$ cat src/rtl/wb_trace_fifo.sv
// ---------------------------------------------------------------------------
// wb_trace_fifo
//
// Writeback-commit trace buffer. Sits beside the CPU core on its debug_wb_*
// commit interface. Each qualifying commit (selected by trace_mode) is stored
// with a retire sequence number. A debug host drains the buffer through a
// first-word-fall-through valid/ready port.
//
// Handshake (out_*): the head entry is presented whenever out_valid=1. The
// entry transfers on a rising edge where out_valid=1 and out_ready=1. While
// out_valid=1 and out_ready=0, every out_* field holds its value. out_valid
// does not depend combinationally on out_ready.
//
// Ports
//   clk, rst_n         core clock, asynchronous active-low reset
//   wb_have_inst       a commit occurs this cycle
//   wb_pc/ena/reg/value  fields of the committing instruction
//   trace_mode         0=off, 1=all, 2=writes only, 3=writes to reg!=0
//   flush              synchronous clear of FIFO contents
//   clr_ovf            synchronous clear of overflow and drop_cnt
//   out_valid/ready    head entry handshake
//   out_seq/pc/ena/reg/value  head entry fields
//   level              entries currently held
//   overflow           sticky: a qualifying commit was dropped
//   drop_cnt           saturating count of dropped qualifying commits
//   retired            wrapping count of all commits seen
// ---------------------------------------------------------------------------
module wb_trace_fifo #(
  parameter int XLEN  = 32,
  parameter int DEPTH = 16,
  parameter int CNT_W = 32
) (
  input  logic                     clk,
  input  logic                     rst_n,
  input  logic                     wb_have_inst,
  input  logic [XLEN-1:0]          wb_pc,
  input  logic                     wb_ena,
  input  logic [4:0]               wb_reg,
  input  logic [XLEN-1:0]          wb_value,
  input  logic [1:0]               trace_mode,
  input  logic                     flush,
  input  logic                     clr_ovf,
  output logic                     out_valid,
  input  logic                     out_ready,
  output logic [CNT_W-1:0]         out_seq,
  output logic [XLEN-1:0]          out_pc,
  output logic                     out_ena,
  output logic [4:0]               out_reg,
  output logic [XLEN-1:0]          out_value,
  output logic [$clog2(DEPTH):0]   level,
  output logic                     overflow,
  output logic [CNT_W-1:0]         drop_cnt,
  output logic [CNT_W-1:0]         retired
);

  localparam int AW = $clog2(DEPTH);

  typedef struct packed {
    logic [CNT_W-1:0] seq;
    logic [XLEN-1:0]  pc;
    logic             ena;
    logic [4:0]       rd;
    logic [XLEN-1:0]  value;
  } entry_t;

  entry_t mem [DEPTH];

  // Pointers carry one extra wrap bit so full and empty are distinguishable.
  logic [AW:0] wr_ptr;
  logic [AW:0] rd_ptr;

  logic qual;
  logic full;
  logic pop;
  logic push;
  logic drop;

  always_comb begin
    qual = 1'b0;
    case (trace_mode)
      2'd1:    qual = wb_have_inst;
      2'd2:    qual = wb_have_inst & wb_ena;
      2'd3:    qual = wb_have_inst & wb_ena & (wb_reg != 5'd0);
      default: qual = 1'b0;
    endcase
  end

  // Power-of-two depth makes the pointer difference the occupancy directly.
  assign level     = wr_ptr - rd_ptr;
  assign out_valid = (level != '0);
  assign full      = (wr_ptr[AW] != rd_ptr[AW]) &&
                     (wr_ptr[AW-1:0] == rd_ptr[AW-1:0]);

  // Flush wins over both sides. A pop in the same cycle frees the slot a
  // push into a full FIFO needs, so that push is accepted.
  assign pop  = out_valid & out_ready & ~flush;
  assign push = qual & (~full | pop) & ~flush;
  // A commit discarded by a flush is not an overflow.
  assign drop = qual & ~push & ~flush;

  always_ff @(posedge clk or negedge rst_n) begin
    if (!rst_n) begin
      wr_ptr <= '0;
      rd_ptr <= '0;
    end else if (flush) begin
      wr_ptr <= '0;
      rd_ptr <= '0;
    end else begin
      if (push) wr_ptr <= wr_ptr + (AW+1)'(1);
      if (pop)  rd_ptr <= rd_ptr + (AW+1)'(1);
    end
  end

  // Storage has no reset; contents are only observed behind out_valid.
  always_ff @(posedge clk) begin
    if (push) begin
      mem[wr_ptr[AW-1:0]] <= '{seq:   retired,
                               pc:    wb_pc,
                               ena:   wb_ena,
                               rd:    wb_reg,
                               value: wb_value};
    end
  end

  always_ff @(posedge clk or negedge rst_n) begin
    if (!rst_n) begin
      retired <= '0;
    end else if (wb_have_inst) begin
      retired <= retired + CNT_W'(1);
    end
  end

  // A drop in the same cycle as clr_ovf leaves exactly that one drop counted.
  always_ff @(posedge clk or negedge rst_n) begin
    if (!rst_n) begin
      overflow <= 1'b0;
      drop_cnt <= '0;
    end else if (clr_ovf) begin
      overflow <= drop;
      drop_cnt <= drop ? CNT_W'(1) : '0;
    end else if (drop) begin
      overflow <= 1'b1;
      if (drop_cnt != '1) drop_cnt <= drop_cnt + CNT_W'(1);
    end
  end

  entry_t head;
  assign head      = mem[rd_ptr[AW-1:0]];
  assign out_seq   = head.seq;
  assign out_pc    = head.pc;
  assign out_ena   = head.ena;
  assign out_reg   = head.rd;
  assign out_value = head.value;

endmodule

$ cat config.mk
export PLATFORM = sky130hd
export DESIGN_NAME = wb_trace_fifo
export DESIGN_NICKNAME = d
export VERILOG_FILES = /design/src/rtl/wb_trace_fifo.sv
export SDC_FILE = /design/constraint.sdc
export NUM_CORES = 2
export LEC_CHECK = 0
export CORE_ASPECT_RATIO = 0.7
export CORE_MARGIN = 3
export CORE_UTILIZATION = 56
export DETAILED_ROUTE_END_ITERATION = 7
export GPL_TIMING_DRIVEN = 0
export PLACE_DENSITY_LB_ADDON = 0.2
export SYNTH_ARGS = -nofsm -noshare
export SYNTH_HDL_FRONTEND = slang
export SYNTH_SLANG_ARGS = --single-unit
$ cat constraint.sdc
create_clock -name clk -period 27.7 [get_ports clk]
set_input_delay 2.77 -clock clk [delete_from_list [all_inputs] [get_ports clk]]
set_output_delay 2.77 -clock clk [all_outputs]
set_load 0.01 [all_outputs]
==> flow_metrics.py <==
metrics = {
    "power_and_ir_drop": {
        "swShare_pct": 24.4,
        "ir_drop_uv": 55.7,
        "pwr-share-clk_pct": 34.7,
        "comb_power_share_pct": 18.6,
        "pwr-share-seq_pct": 46.6,
        "internal-power_mw": 4.68,
        "netSwitchingPower_mw": 1.51,
        "power.leakage_nw": 24.1,
        "p_total_mw": 6.19,
        "powerDensity_nw_per_um2": 80.5,
    },
    "min_path": {
        "hold_path.class": "register to register",
    },
    "cells_and_area": {
        "fill_cells": 7228,
        "drive_gt1_share_pct": 28.3,
        "stdcell_count": 4928,
        "syn2layout_area_growth_pct": 17.9,
        "post-route-cell-area_um2": 76900,
        "seq_area_um2": 50900,
        "fin_util_pct": 66.7,
        "multi_input_area_um2": 13800,
        "final_nets": 3348,
    },
    "placed_design": {
        "post-place-ws_ns": 20.34,
        "dp_hpwl_um": 101000,
        "place_area_um2": 71700,
        "dp.cells": 4637,
        "gp_congestion": 0.796,
        "portBuffers": 249,
    },
    "sta": {
        "fmax_mhz": 122,
        "slew_viol_final": 0,
        "setup_viol": 0,
        "rsz0062_at_grt": "no",
        "hold_ws_ns": 0.533,
        "setup-tns-final_ns": 0,
        "fin_crit_ns": 8.22,
        "tightest_slew_ns": 1.37,
        "hold_violations": 0,
        "max_slew_margin_pct": 8.99,
        "skew_ns": 0.0356,
        "fin_crit_sh_pct": 29.7,
        "fin_ws_ns": 19.48,
    },
    "global_routing": {
        "grt_overflow": 0,
        "grt_max_degree": 43,
        "antenna_found_initial": 6,
        "grt_pass1_wl_um": 230000,
        "first_global_vias": 32500,
        "grt_use_total_pct": 26.8,
    },
    "logic_synthesis": {
        "synth_flop_cell": "edfxtp_1",
        "yosysWarnings": 0,
        "syn_inst": 2704,
        "netlist_area_um2": 65200,
        "post_synth_and_or_nand_nor_area_fraction_pct": 1.76,
        "synth_compound_area_share_pct": 0.739,
        "ys_async_sr_fraction_pct": 4.39,
        "synth.area.mux_share_pct": 17.7,
        "synth.avg_cell_area_um2": 24.1,
        "synthXorXnorAreaFrac_pct": 0.511,
        "synth-edff-count": 1632,
        "synthAdderAreaFrac_pct": 0.242,
        "syn_nets": 2794,
        "synth-seq-cells": 1707,
        "synth_cell_types": 52,
        "synth_top_family_by_area": "multiplexers",
        "ys_seq_area_share_pct": 78.1,
    },
    "setup_path": {
        "endpoint_kind": "output pin",
        "critPathMostFrequentCell": "clkbuf_1",
        "worstPathArrival_ns": 5.45,
        "cpLargestDelayFamily": "buffers and inverters",
        "cp_data_required_time_ns": 24.93,
        "cp_max_fo": 10,
        "max_stage_delay_ns": 0.88,
        "cp_slowest_cell": "clkbuf_1",
        "worstSetupPathType": "register to output pin",
        "start_kind": "register",
        "worstPathCellList": "clkbuf_1 > clkbuf_1 > clkbuf_1 > inv_1 > ha_1 > and3b_1 > or3_1 > a221oi_2 > inv_1 > clkdlybuf4s50_1",
        "worst-path-buf-inv": 6,
    },
    "clock_network": {
        "clock_latency_ns": 0.77,
        "cts_tree": "done",
        "path_clk_slew_ns": 0.06,
        "cts_root_buffer": "clkbuf_16",
        "post-cts-setup-buffers": 0,
        "clkSinkCount": 1707,
        "hold_buffers": 0,
        "post_cts_resize_count": 0,
        "numCtsBuffers": 156,
        "clockBufferDepth": 3,
        "htreeDepth": 4,
    },
    "floorplanning": {
        "die_w_um": 414,
        "die_h_um": 291,
        "io_pins": 251,
        "die-area_um2": 121000,
        "core_um2": 115000,
        "initial_core_util_pct": 56.5,
        "rows": 104,
    },
    "detailed_routing": {
        "viasPerCell": 6.42,
        "drt.antenna.violating_nets": 0,
        "drc": 0,
        "num_vias": 31700,
        "drtIter0Drc": 3991,
        "routedWlPerCell_um": 32.1,
        "dr.pass1.iters": 6,
        "drt_wl_total_um": 158000,
    },
    "status": {
        "status": "finished, final reports clean",
    },
    "job": {
        "cap_viol_max_count": 0,
    },
}
state kept, by name (all words and copies together), names as in the netlist:
register,cells
rd_ptr,5
retired,32
wr_ptr,5
drop_cnt,32
overflow,1
mem,1632
kinds of logic after synthesis:
family,after synthesis
compound gates,75
buf+inv,151
fa+ha+maj,12
simple gates,205
flops,1707
mux,516
xor+xnor,38
per-layer routing:
| metal | global-route usage, % | wire (um) | vias to the layer above |
|---|---|---|---|
| li1 | - | - | 12800 |
| met1 | 38.2 | 61500 | 17000 |
| met2 | 43.7 | 80000 | 1591 |
| met3 | 5.01 | 13100 | 236 |
| met4 | 6.55 | 3420 | 4 |
| met5 | 0 | 27 | - |
synth_stat cells, types with 8 or more instances:
| library cell | instances | area share [%] |
|---|---|---|
| edfxtp_1 | 1632 | 75 |
| mux4_2 | 510 | 18 |
| clkbuf_1 | 77 | 0.44 |
| dfrtp_1 | 75 | 2.9 |
| buf_2 | 44 | 0.34 |
| nor2_1 | 39 | 0.22 |
| nand2_1 | 35 | 0.20 |
| a21oi_1 | 30 | 0.23 |
| nand3_1 | 27 | 0.21 |
| xnor2_1 | 27 | 0.36 |
| nand4_1 | 22 | 0.21 |
| inv_1 | 19 | 0.11 |
| or4_1 | 17 | 0.20 |
| o31ai_1 | 15 | 0.17 |
| or3_1 | 15 | 0.14 |
| o21ai_0 | 14 | 0.11 |
| ha_1 | 11 | 0.21 |
| nor4_1 | 11 | 0.11 |
| xor2_1 | 11 | 0.15 |
| buf_1 | 8 | 0.046 |
path summary, 6_finish.rpt:
| kind | from | cells past startpoint | end | slack, ns |
|---|---|---|---|---|
| max reg2reg | rd_ptr[1]$_DFFE_PN0P_ | 14 | mem[10][46]$_DFFE_PP_ | 21.34 |
| min reg2reg | overflow$_DFFE_PN0P_ | 1 | overflow$_DFFE_PN0P_ | 0.53 |
| max in group asynchronous | rst_n | 2 | drop_cnt[11]$_DFFE_PN0P_ | 25.13 |
| min | overflow$_DFFE_PN0P_ | 1 | overflow$_DFFE_PN0P_ | 0.53 |
| min in group asynchronous | rst_n | 1 | drop_cnt[29]$_DFFE_PN0P_ | 1.96 |
| max | rd_ptr[1]$_DFFE_PN0P_ | 10 | out_valid | 19.48 |
worst register-to-register path: cells and delay by family, from the launching register on:
family | cells | cell delay, ns
buf+inv | 8 | 3.05
simple gates | 4 | 1.89
flops | 1 | 0.49
fa+ha+maj | 1 | 0.35
compound gates | 1 | 0.21
power groups by stage:
stage	registers, mW	clock network [mW]	logic [mW]
floorplan	2.93	0	0.705
global placement	2.94	0	1.15
detailed placement	2.94	0	1.17
CTS	2.89	2.18	1.18
global route	2.89	2.29	1.22
finish	2.89	2.15	1.15
layout make-up:
cell class	instances	area share (%)
diodes	4	0.0130
plain buffers	131	0.726
clock buffers	212	5.68
clock inverters	75	0.977
inverters	20	0.0977
multi-input cells	846	17.9
flip-flops and latches	1707	66.2
well taps	1537	2.50
repair buffers	396	5.88
cells in the final DEF, fill, tap and decap left out, types with 15 or more instances in the layout:
cell type / instances
a21oi_1: 30
buf_12: 49
buf_2: 44
buf_4: 78
clkbuf_1: 117
clkbuf_16: 164
clkdlybuf4s50_1: 248
clkinv_1: 23
clkinv_2: 29
dfrtp_1: 75
edfxtp_1: 1632
inv_1: 19
mux4_2: 510
nand2_1: 35
nand3_1: 27
nand4_1: 22
nor2_1: 27
o31ai_1: 15
or3_1: 15
or4_1: 17
xnor2_1: 27
(Power assumes the default switching activity.)
